$ cat src/rtl/ethpipe_pkg.sv
`default_nettype none
// ============================================================================
//  Package     : ethpipe_pkg
//  Description : Shared constants for the ethpipe RX slot scheduler. It holds
//                the default ring geometry, the slot-index width helper and
//                the encoding of the interrupt coalescing state machine.
//  Contents    : SLOT_NUM_DEFAULT, LEN_W_DEFAULT, idx_w(),
//                IRQ_ST_W / IRQ_IDLE / IRQ_WAIT / IRQ_FIRE
//  Revision    : 1.0  initial release
// ============================================================================
package ethpipe_pkg;

   localparam int SLOT_NUM_DEFAULT = 4;
   localparam int LEN_W_DEFAULT    = 16;

   // Interrupt coalescing FSM encoding
   localparam int         IRQ_ST_W = 2;
   localparam logic [1:0] IRQ_IDLE = 2'd0;
   localparam logic [1:0] IRQ_WAIT = 2'd1;
   localparam logic [1:0] IRQ_FIRE = 2'd2;

   // Width of an index into a table of 'n' entries; never below one bit.
   function automatic int idx_w(input int n);
      return (n <= 2) ? 1 : $clog2(n);
   endfunction

endpackage
`default_nettype wire

$ cat src/rtl/rx_slot_len_ram.sv
`default_nettype none
// ============================================================================
//  Module      : rx_slot_len_ram
//  Description : DEPTH x WIDTH register file holding the byte length of each
//                ring slot. One write port, one registered read port. A write
//                and a read of the same entry in the same cycle returns the
//                new write data, so a freshly written slot is readable on the
//                very next cycle.
//  Ports       : clk      in   clock
//                i_we     in   write enable
//                i_waddr  in   write address
//                i_wdata  in   write data
//                i_raddr  in   read address (sampled every cycle)
//                o_rdata  out  registered read data
//  Revision    : 1.0  initial release
// ============================================================================
module rx_slot_len_ram
   import ethpipe_pkg::*;
#(
   parameter int DEPTH = SLOT_NUM_DEFAULT,
   parameter int WIDTH = LEN_W_DEFAULT
) (
   input  logic                      clk,
   input  logic                      i_we,
   input  logic [idx_w(DEPTH)-1:0]   i_waddr,
   input  logic [WIDTH-1:0]          i_wdata,
   input  logic [idx_w(DEPTH)-1:0]   i_raddr,
   output logic [WIDTH-1:0]          o_rdata
);

   logic [WIDTH-1:0] r_mem [DEPTH];
   logic [WIDTH-1:0] r_rdata;

   // Contents are intentionally not reset; the owner qualifies the read data.
   always_ff @(posedge clk) begin
      if (i_we) begin
         r_mem[i_waddr] <= i_wdata;
      end
      r_rdata <= (i_we && (i_waddr == i_raddr)) ? i_wdata : r_mem[i_raddr];
   end

   assign o_rdata = r_rdata;

endmodule
`default_nettype wire

$ cat src/rtl/rx_slot_ctrl.sv
`default_nettype none
// ============================================================================
//  Module      : rx_slot_ctrl
//  Description : Ring scheduler for the RX frame slot buffer. Owns the write
//                index, read index and occupancy of SLOT_NUM slots, records
//                each frame length, presents the oldest frame to the host,
//                counts frames dropped on overflow and raises an interrupt.
//  Build macro : RX_IRQ_COALESCE_EN - when defined, irq is produced by a
//                threshold/timeout coalescing FSM; otherwise irq is high
//                whenever any frame is pending.
//  Ports       : sys_clk        in   clock (pci_clk domain)
//                sys_rst_n      in   synchronous active-low reset
//                frame_done     in   pulse: frame written into slot_wr_idx
//                frame_len      in   frame byte length, valid with frame_done
//                host_release   in   pulse: host consumed slot_rd_idx
//                rx_empty       out  a free slot exists at slot_wr_idx
//                slot_wr_idx    out  slot owned by the RX writer
//                slot_rd_idx    out  oldest filled slot
//                rd_valid       out  slot_rd_idx holds an unreleased frame
//                rd_len         out  length of frame at slot_rd_idx (0 if none)
//                pending_cnt    out  filled, unreleased slot count
//                drop_cnt       out  saturating count of dropped frames
//                err_underflow  out  sticky: release seen with ring empty
//                irq            out  level interrupt
//  Revision    : 1.0  initial release
// ============================================================================
module rx_slot_ctrl
   import ethpipe_pkg::*;
#(
   parameter int SLOT_NUM    = SLOT_NUM_DEFAULT,
   parameter int LEN_W       = LEN_W_DEFAULT,
   parameter int IRQ_THRESH  = 2,
   parameter int IRQ_TIMEOUT = 1024
) (
   input  logic                       sys_clk,
   input  logic                       sys_rst_n,
   input  logic                       frame_done,
   input  logic [LEN_W-1:0]           frame_len,
   input  logic                       host_release,
   output logic                       rx_empty,
   output logic [idx_w(SLOT_NUM)-1:0] slot_wr_idx,
   output logic [idx_w(SLOT_NUM)-1:0] slot_rd_idx,
   output logic                       rd_valid,
   output logic [LEN_W-1:0]           rd_len,
   output logic [idx_w(SLOT_NUM):0]   pending_cnt,
   output logic [31:0]                drop_cnt,
   output logic                       err_underflow,
   output logic                       irq
);

   localparam int               IDX_W     = idx_w(SLOT_NUM);
   localparam int               CNT_W     = IDX_W + 1;
   localparam logic [CNT_W-1:0] C_FULL    = CNT_W'(SLOT_NUM);
   localparam logic [IDX_W-1:0] C_IDX_ONE = IDX_W'(1);

   // Named marker scopes: an illegal configuration appears in the elaborated
   // hierarchy under these names.
   if ((SLOT_NUM < 2) || (SLOT_NUM > 16) || ((SLOT_NUM & (SLOT_NUM - 1)) != 0)) begin : g_bad_slot_num
   end
   if ((IRQ_THRESH < 1) || (IRQ_TIMEOUT < 1)) begin : g_bad_irq_cfg
   end

   logic [IDX_W-1:0] r_wr_ptr;
   logic [IDX_W-1:0] r_rd_ptr;
   logic [CNT_W-1:0] r_cnt;
   logic [31:0]      r_drop_cnt;
   logic             r_err_uf;

   logic             w_full;
   logic             w_empty;
   logic             w_wr_acc;
   logic             w_drop;
   logic             w_rel_ok;
   logic             w_rel_uf;
   logic [IDX_W-1:0] w_rd_ptr_nxt;
   logic [CNT_W-1:0] w_cnt_nxt;
   logic [LEN_W-1:0] w_rd_data;

   // Both pulses are judged against the pre-edge occupancy, which gives the
   // drop-and-release (full) and accept-and-underflow (empty) corner cases.
   assign w_full   = (r_cnt == C_FULL);
   assign w_empty  = (r_cnt == '0);
   assign w_wr_acc = frame_done & ~w_full;
   assign w_drop   = frame_done & w_full;
   assign w_rel_ok = host_release & ~w_empty;
   assign w_rel_uf = host_release & w_empty;

   assign w_rd_ptr_nxt = w_rel_ok ? (r_rd_ptr + C_IDX_ONE) : r_rd_ptr;
   assign w_cnt_nxt    = r_cnt + CNT_W'(w_wr_acc) - CNT_W'(w_rel_ok);

   always_ff @(posedge sys_clk) begin
      if (!sys_rst_n) begin
         r_wr_ptr   <= '0;
         r_rd_ptr   <= '0;
         r_cnt      <= '0;
         r_drop_cnt <= '0;
         r_err_uf   <= 1'b0;
      end else begin
         if (w_wr_acc) begin
            r_wr_ptr <= r_wr_ptr + C_IDX_ONE;
         end
         r_rd_ptr <= w_rd_ptr_nxt;
         r_cnt    <= w_cnt_nxt;
         if (w_drop && (r_drop_cnt != 32'hFFFF_FFFF)) begin
            r_drop_cnt <= r_drop_cnt + 32'd1;
         end
         if (w_rel_uf) begin
            r_err_uf <= 1'b1;
         end
      end
   end

   // The read port is addressed with the post-edge read pointer so rd_len
   // already shows the next slot in the cycle after a release.
   rx_slot_len_ram #(
      .DEPTH (SLOT_NUM),
      .WIDTH (LEN_W)
   ) u_len_ram (
      .clk     (sys_clk),
      .i_we    (w_wr_acc),
      .i_waddr (r_wr_ptr),
      .i_wdata (frame_len),
      .i_raddr (w_rd_ptr_nxt),
      .o_rdata (w_rd_data)
   );

   assign rx_empty      = (r_cnt != C_FULL);
   assign rd_valid      = (r_cnt != '0);
   assign rd_len        = rd_valid ? w_rd_data : '0;
   assign slot_wr_idx   = r_wr_ptr;
   assign slot_rd_idx   = r_rd_ptr;
   assign pending_cnt   = r_cnt;
   assign drop_cnt      = r_drop_cnt;
   assign err_underflow = r_err_uf;

`ifdef RX_IRQ_COALESCE_EN
   localparam int               TMR_W      = idx_w(IRQ_TIMEOUT) + 1;
   localparam logic [TMR_W-1:0] C_TMR_LAST = TMR_W'(IRQ_TIMEOUT - 1);
   localparam logic [CNT_W-1:0] C_THRESH   = CNT_W'(IRQ_THRESH);

   logic [IRQ_ST_W-1:0] r_irq_st;
   logic [IRQ_ST_W-1:0] w_irq_st_nxt;
   logic [TMR_W-1:0]    r_tmr;
   logic [TMR_W-1:0]    w_tmr_nxt;

   // Decisions use the post-edge occupancy so that a lone frame fires exactly
   // IRQ_TIMEOUT cycles after it is accepted.
   always_comb begin
      w_irq_st_nxt = r_irq_st;
      w_tmr_nxt    = '0;
      case (r_irq_st)
         IRQ_IDLE: begin
            if (w_cnt_nxt != '0) begin
               w_irq_st_nxt = IRQ_WAIT;
            end
         end
         IRQ_WAIT: begin
            if (w_cnt_nxt == '0) begin
               w_irq_st_nxt = IRQ_IDLE;
            end else if ((w_cnt_nxt >= C_THRESH) || (w_cnt_nxt == C_FULL) ||
                         (r_tmr == C_TMR_LAST)) begin
               w_irq_st_nxt = IRQ_FIRE;
            end else begin
               w_tmr_nxt = r_tmr + TMR_W'(1);
            end
         end
         IRQ_FIRE: begin
            if (w_cnt_nxt == '0) begin
               w_irq_st_nxt = IRQ_IDLE;
            end
         end
         default: begin
            w_irq_st_nxt = IRQ_IDLE;
         end
      endcase
   end

   always_ff @(posedge sys_clk) begin
      if (!sys_rst_n) begin
         r_irq_st <= IRQ_IDLE;
         r_tmr    <= '0;
      end else begin
         r_irq_st <= w_irq_st_nxt;
         r_tmr    <= w_tmr_nxt;
      end
   end

   assign irq = (r_irq_st == IRQ_FIRE);
`else
   logic r_irq;

   always_ff @(posedge sys_clk) begin
      if (!sys_rst_n) begin
         r_irq <= 1'b0;
      end else begin
         r_irq <= (w_cnt_nxt != '0);
      end
   end

   assign irq = r_irq;
`endif

endmodule
`default_nettype wire

$ cat config.mk
export PLATFORM = sky130hd
export DESIGN_NAME = rx_slot_ctrl
export DESIGN_NICKNAME = d
export VERILOG_FILES = /design/src/rtl/ethpipe_pkg.sv /design/src/rtl/rx_slot_len_ram.sv /design/src/rtl/rx_slot_ctrl.sv
export SDC_FILE = /design/constraint.sdc
export NUM_CORES = 1
export LEC_CHECK = 0
export CAP_MARGIN = 20
export CORE_UTILIZATION = 42
export DETAILED_ROUTE_END_ITERATION = 6
export GPL_ROUTABILITY_DRIVEN = 0
export HOLD_SLACK_MARGIN = 0.15
export PLACE_DENSITY_LB_ADDON = 0.1
export SETUP_SLACK_MARGIN = 0.15
export SLEW_MARGIN = 15
export SYNTH_ARGS = -nofsm -noshare
export SYNTH_HDL_FRONTEND = slang
export SYNTH_SLANG_ARGS = --single-unit
$ cat constraint.sdc
create_clock -name sys_clk -period 4.6 [get_ports sys_clk]
set_clock_uncertainty 0.2 [all_clocks]
set_input_delay 0.92 -clock sys_clk [delete_from_list [all_inputs] [get_ports sys_clk]]
set_output_delay 0.92 -clock sys_clk [all_outputs]
set_load 0.01 [all_outputs]
==> results of run 1 <==
worst max-delay path: stages (launching register included):
cell,delay [ns]
dfxtp_1,0.86
mux4_2,0.40
and2_1,0.19
clkdlybuf4s50_1,0.48
final cells by class:
class	instances	share of cell area [%]
clock buffers	9	2.13
clock inverters	7	1.31
inverters	10	0.645
multi-input cells	219	31.3
flip-flops and latches	107	47.8
well taps	140	3.01
repair buffers	81	13.8
power breakdown:
part           leakage [nW]  total [mW]  internal (mW)  switching [mW]
registers             0.935        1.18           1.12          0.0619
clock network         0.102       0.581          0.256           0.325
logic                 0.894       0.750          0.427           0.323
total                  1.93        2.51           1.80           0.710
synthesized netlist by cell type, types with 2 or more instances:
| master | number |
|---|---|
| a2111oi_4 | 2 |
| a211oi_1 | 9 |
| a21oi_1 | 7 |
| and2_1 | 22 |
| and3_1 | 7 |
| and4_1 | 5 |
| buf_2 | 3 |
| buf_4 | 2 |
| clkbuf_1 | 8 |
| dfxtp_1 | 43 |
| edfxtp_1 | 64 |
| ha_1 | 6 |
| inv_1 | 10 |
| mux2i_1 | 9 |
| mux4_2 | 16 |
| nand2_1 | 15 |
| nand2b_1 | 7 |
| nand3_1 | 12 |
| nand4_1 | 13 |
| nand4_4 | 2 |
| nand4b_1 | 2 |
| nor2_1 | 35 |
| nor3_1 | 4 |
| nor4b_2 | 2 |
| xnor2_1 | 28 |
registers in the layout (all words and copies together) (netlist names), named ones only:
name	cells
u_len_ram.r_mem	64
drop_cnt	32
pending_cnt	3
slot_rd_idx	2
err_underflow	1
slot_wr_idx	2
irq	1
layer usage:
metal	GRT usage (%)	routed length, um
met1	22.1	4330
met2	30.8	4880
met3	2.78	264
met4	7.83	192
met5	0	0
cell families (layout without fill, tap and decap cells):
logic type / after synthesis / count (layout) / synth area share, %
buffers and inverters: 25 / 107 / 2.39
DFF: 107 / 107 / 59.1
and+or+nand+nor: 137 / 137 / 17.4
xor gates and xnor gates: 28 / 28 / 5.21
adders and majority gates: 7 / 7 / 2.02
muxes: 25 / 25 / 9.57
AOI/OAI and AO/OA: 22 / 22 / 4.31
final timing paths:
| check | depth (start not counted) | end | start |
|---|---|---|---|
| worst max-delay path | 3 | rd_len[13] | register |
| worst min-delay path | 2 | err_underflow | err_underflow |
| worst max register to register | 11 | irq | pending_cnt[1] |
| worst min register to register | 2 | err_underflow | err_underflow |
==> results.sh, run 1 <==
export IMPL_synth_edf_count=64
export IMPL_clk_latency_ns=0.37
export IMPL_post_cts_setup_buffer_count=0
export IMPL_peakVddDrop_mv=0.218
export IMPL_routedWlPerCell_um=16.9
export IMPL_drt_first_iter_violations=104
export IMPL_maxSlewViolCount=0
export IMPL_initial_core_util_pct=43.2
export IMPL_ys_seq_area_share_pct=59.1
export IMPL_ctsHoldBuffers=0
export IMPL_std_cell_rows=38
export IMPL_finalInstanceArea_sq_mm=0.00582
export IMPL_dpl_instance_area_sq_mm=0.00562
export IMPL_synth_cell_area_sq_mm=0.00471
export IMPL_slew_limit_headroom_pct=36.3
export IMPL_achievable_frequency_mhz=293
export IMPL_status="complete, no violations"
export IMPL_grt_util_all_layers_pct=17.9
export IMPL_dp_wirelength_um=6470
export IMPL_area_delta_synth_final_pct=23.6
export IMPL_multi_input_area_sq_mm=0.00182
export IMPL_max_cap_violations=0
export IMPL_critical_path_peak_fanout=16
export IMPL_critical_path_arrival_ns=2.30
export IMPL_dr_pass1_iters=4
export IMPL_synth_flop_cell="edfxtp_1"
export IMPL_maximum_number_of_pins_on_one_net_before_global_route_repair=30
export IMPL_antenna_cells=0
export IMPL_core_region_area_sq_mm=0.0109
export IMPL_setup_reg_to_reg_worst_slack_ns=1.65
export IMPL_drc=0
export IMPL_post_synth_num_cell_types=43
export IMPL_tritoncts="done"
export IMPL_netlist_area_leader_share_pct=40.8
export IMPL_yosys_warnings=0
export IMPL_yosys_register_bits=107
export IMPL_nFillCells=940
export IMPL_final_hold_worst_slack_ns=0.290
export IMPL_dp_worst_setup_slack_ns=1.22
export IMPL_synth_area_top_cells="edfxtp_1, dfxtp_1, mux4_2, xnor2_1, and2_1"
export IMPL_syn_instance_count=351
export IMPL_layout_cells_most_common="clkdlybuf4s50_1"
export IMPL_tightestPinTransition_ns=0.954
export IMPL_grt_overflow_total=0
export IMPL_hp_class="register to register"
export IMPL_ys_async_sr_fraction_pct=0
export IMPL_pwr_density_cell_mw_per_mm2=431
export IMPL_via_count=3038
export IMPL_die_area_sq_mm=0.0116
export IMPL_register_area_sq_mm=0.00278
export IMPL_io_pins=79
export IMPL_finish_cell_count_without_fillers=573
export IMPL_synth_net_count=378
export IMPL_root_buffer="clkbuf_8"
export IMPL_route_detailed_vias_per_inst=5.30
export IMPL_final_min_period_over_clock_period_pct=74.2
export IMPL_hold_viol_final=0
export IMPL_syn_mean_instance_area_sq_um=13.4
export IMPL_crit_path_end_kind="output port"
export IMPL_cts_clk_slew_worst_paths_ns=0.10
export IMPL_drt_antenna_violating_nets=0
export IMPL_tns_ns=0
export IMPL_cts_repair_resized=0
export IMPL_grt_pass1_wl_um=15500
export IMPL_final_layout_size_suffix_gt1_share_pct=11.5
export IMPL_clock_tree_htree_level_count=3
export IMPL_chipWidth_um=108
export IMPL_die_h_um=108
export IMPL_report_power_total_mw=2.51
export IMPL_cts_buffers_inserted=9
export IMPL_worstSetupStartpointType="register"
export IMPL_cts_path_max_buffers=2
export IMPL_min_period_ns=3.42
export IMPL_most_common_layout_cells="clkdlybuf4s50_1, edfxtp_1, dfxtp_1"
export IMPL_rsz0062_at_grt="false"
export IMPL_worstSetupPathType="register to output port"
export IMPL_placed_cells=557
export IMPL_synth_largest_area_cell="edfxtp_1"
export IMPL_post_route_util_pct=53.4
export IMPL_drt_wl_total_um=9660
export IMPL_timing_critical_path_required_ns=3.48
export IMPL_number_of_global_route_vias_before_repair=3012
export IMPL_antenna_found_initial=0
export IMPL_nets_final=455
export IMPL_setup_violations_final=0
export IMPL_power_leakage_nw=1.93
export IMPL_io_buffer_count=78
export IMPL_timing_final_ws_setup_ns=1.18
export IMPL_clock_sinks=107
Note: power is estimated with default switching activity, not from simulation.
==> inputs of run 2 (changes only) <==
==> constraint.sdc (replaced) <==
create_clock -name sys_clk -period 2.85 [get_ports sys_clk]
set_clock_uncertainty 0.2 [all_clocks]
set_input_delay 0.57 -clock sys_clk [delete_from_list [all_inputs] [get_ports sys_clk]]
set_output_delay 0.57 -clock sys_clk [all_outputs]
set_load 0.01 [all_outputs]
==> run 2 against run 1 <==
  * Total power is 60% higher
  * Routed wire length increased by 0.91%
  * Largest cell class unchanged
  * Critical path depth grew 2
  * Highest routed layer unchanged
  * Die area stayed put
  * Non-clock buffer count is 23 higher
  * Worst setup slack worse by 1.0 ns
  * Final area up 2.6%
==> results.sh, run 2 (same netlist as run 1, synthesis figures left out) <==
export IMPL_cts_buffers_inserted=9
export IMPL_io_buffer_count=78
export IMPL_nets_final=478
export IMPL_drt_first_iter_violations=108
export IMPL_initial_core_util_pct=43.2
export IMPL_antenna_cells=0
export IMPL_clk_latency_ns=0.37
export IMPL_worstSetupStartpointType="register"
export IMPL_dr_pass1_iters=6
export IMPL_peakVddDrop_mv=0.350
export IMPL_core_region_area_sq_mm=0.0109
export IMPL_power_leakage_nw=2.08
export IMPL_critPathBufInv=3
export IMPL_grt_pass1_wl_um=15600
export IMPL_drt_antenna_violating_nets=0
export IMPL_cts_path_max_buffers=2
export IMPL_die_area_sq_mm=0.0116
export IMPL_clock_sinks=107
export IMPL_cpLargestDelayFamily="buffers and inverters"
export IMPL_p_sw_share_pct=29.5
export IMPL_pwr_density_cell_mw_per_mm2=674
export IMPL_largest_register="u_len_ram.r_mem"
export IMPL_final_layout_size_suffix_gt1_share_pct=18.2
export IMPL_setup_violations_final=0
export IMPL_area_delta_synth_final_pct=26.8
export IMPL_number_of_flip_flops_in_the_largest_register=64
export IMPL_sequentialPowerShare_pct=46.9
export IMPL_die_h_um=108
export IMPL_p_sw_mw=1.19
export IMPL_critical_path_slowest_cell="mux4_2"
export IMPL_tightestPinTransition_ns=0.682
export IMPL_cts_clk_slew_worst_paths_ns=0.10
export IMPL_worst_path_largest_cell_delay_ns=0.48
export IMPL_std_cell_rows=38
export IMPL_via_count=3147
export IMPL_maxSlewViolCount=0
export IMPL_clockPowerShare_pct=21.9
export IMPL_rsz0062_at_grt="true"
export IMPL_drc=0
export IMPL_number_of_global_route_vias_before_repair=3028
export IMPL_status="complete, no violations"
export IMPL_dp_wirelength_um=6590
export IMPL_power_report_internal_total_mw=2.84
export IMPL_grt_util_all_layers_pct=17.8
export IMPL_post_route_util_pct=54.8
export IMPL_achievable_frequency_mhz=373
export IMPL_chipWidth_um=108
export IMPL_most_common_layout_cells="edfxtp_1, clkdlybuf4s50_1, dfxtp_1"
export IMPL_crit_path_end_kind="output port"
export IMPL_timing_critical_path_required_ns=2.08
export IMPL_min_period_ns=2.68
export IMPL_hold_viol_final=0
export IMPL_tritoncts="done"
export IMPL_grt_overflow_total=0
export IMPL_drt_wl_total_um=9750
export IMPL_timing_critical_path_cells="buf_4 -> buf_12 -> mux4_2 -> and2_1 -> clkdlybuf4s15_1"
export IMPL_maximum_number_of_pins_on_one_net_before_global_route_repair=30
export IMPL_root_buffer="clkbuf_8"
export IMPL_final_hold_worst_slack_ns=0.287
export IMPL_combPwrFrac_pct=31.2
export IMPL_critical_path_peak_fanout=8
export IMPL_clock_tree_htree_level_count=3
export IMPL_final_min_period_over_clock_period_pct=94.0
export IMPL_max_cap_violations=0
export IMPL_hp_class="register to register"
export IMPL_routedWlPerCell_um=16.4
export IMPL_slew_limit_headroom_pct=54.2
export IMPL_worstSetupPathType="register to output port"
export IMPL_io_pins=79
export IMPL_layout_cells_most_common="edfxtp_1"
export IMPL_route_detailed_vias_per_inst=5.28
export IMPL_antenna_found_initial=0
export IMPL_critical_path_arrival_ns=1.91
-- run 2: changes by cell type in the layout (fill, tap and decap cells not counted), moves of 2 or more --
cell,before,now
dlygate4sd2_1,0,7
buf_4,3,24
clkbuf_2,0,8
dfxtp_1,43,41
clkinv_2,2,0
clkdlybuf4s50_1,78,62
-- run 2: layout make-up --
cell class,instances,area [sq um]
timing repair buffer,104,960
clock buffer,10,128
tap,140,175
clock inverter,6,55.1
sequential,107,2790
fill,943,4920
inverter,10,37.5
multi-input combinational,219,1830
-- run 2: worst register-to-register path, cell delays in order (launching register included) --
cell	delay [ns]
dfxtp_2	0.38
nor2_1	0.14
nand2_1	0.14
and2_1	0.22
xnor2_1	0.17
ha_1	0.16
inv_1	0.04
fa_1	0.37
xnor2_1	0.14
xnor2_1	0.14
nor3b_1	0.19
nor2_1	0.05
-- run 2: power by group through the flow --
stage	clock network, mW	logic (mW)	registers, mW
2_1_floorplan	0	0.701	1.91
3_3_place_gp	0	1.31	1.90
3_5_place_dp	0	1.32	1.91
4_1_cts	0.907	1.29	1.88
5_1_grt	0.973	1.39	1.90
6_report	0.881	1.26	1.89
-- run 2: stage by stage --
step | power [mW] | instance area [sq um] | setup WS [ns] | setup TNS [ns] | std cells
2_1_floorplan | 2.61 | 4710 | 0.284 | 0 | 351
3_3_place_gp | 3.21 | 5770 | -0.0121 | -0.0121 | 576
3_5_place_dp | 3.23 | 5770 | -0.0640 | -0.0640 | 576
4_1_cts | 4.08 | 5980 | 0.105 | 0 | 594
5_1_grt | 4.26 | 5970 | 0.0704 | 0 | 596
6_report | 4.03 | 5970 | 0.171 | 0 | 596
-- run 2: repair_timing --
item	4_1_cts	5_1_grt
resized for setup	18	20
setup endpoints to repair	16	18
hold buffers	0	0
gates cloned	1	0
buffers inserted	1	2
-- run 2: final timing paths --
path | start | endpoint | slack, ns | cells past startpoint
worst max register to register | pending_cnt[1] | irq | 0.41 | 11
worst min-delay path | slot_rd_idx[1] | register | 0.29 | 1
worst min register to register | slot_rd_idx[1] | register | 0.29 | 1
worst max-delay path | register | rd_len[8] | 0.17 | 5
-- run 2: per-layer routing --
metal | up-vias | GRT usage [%] | share of wire (%)
met5 | - | 0 | 0
met4 | 0 | 5.97 | 1.3
met3 | 11 | 3.93 | 4.2
met2 | 78 | 30.5 | 50
met1 | 1567 | 22.1 | 44
li1 | 1491 | - | -
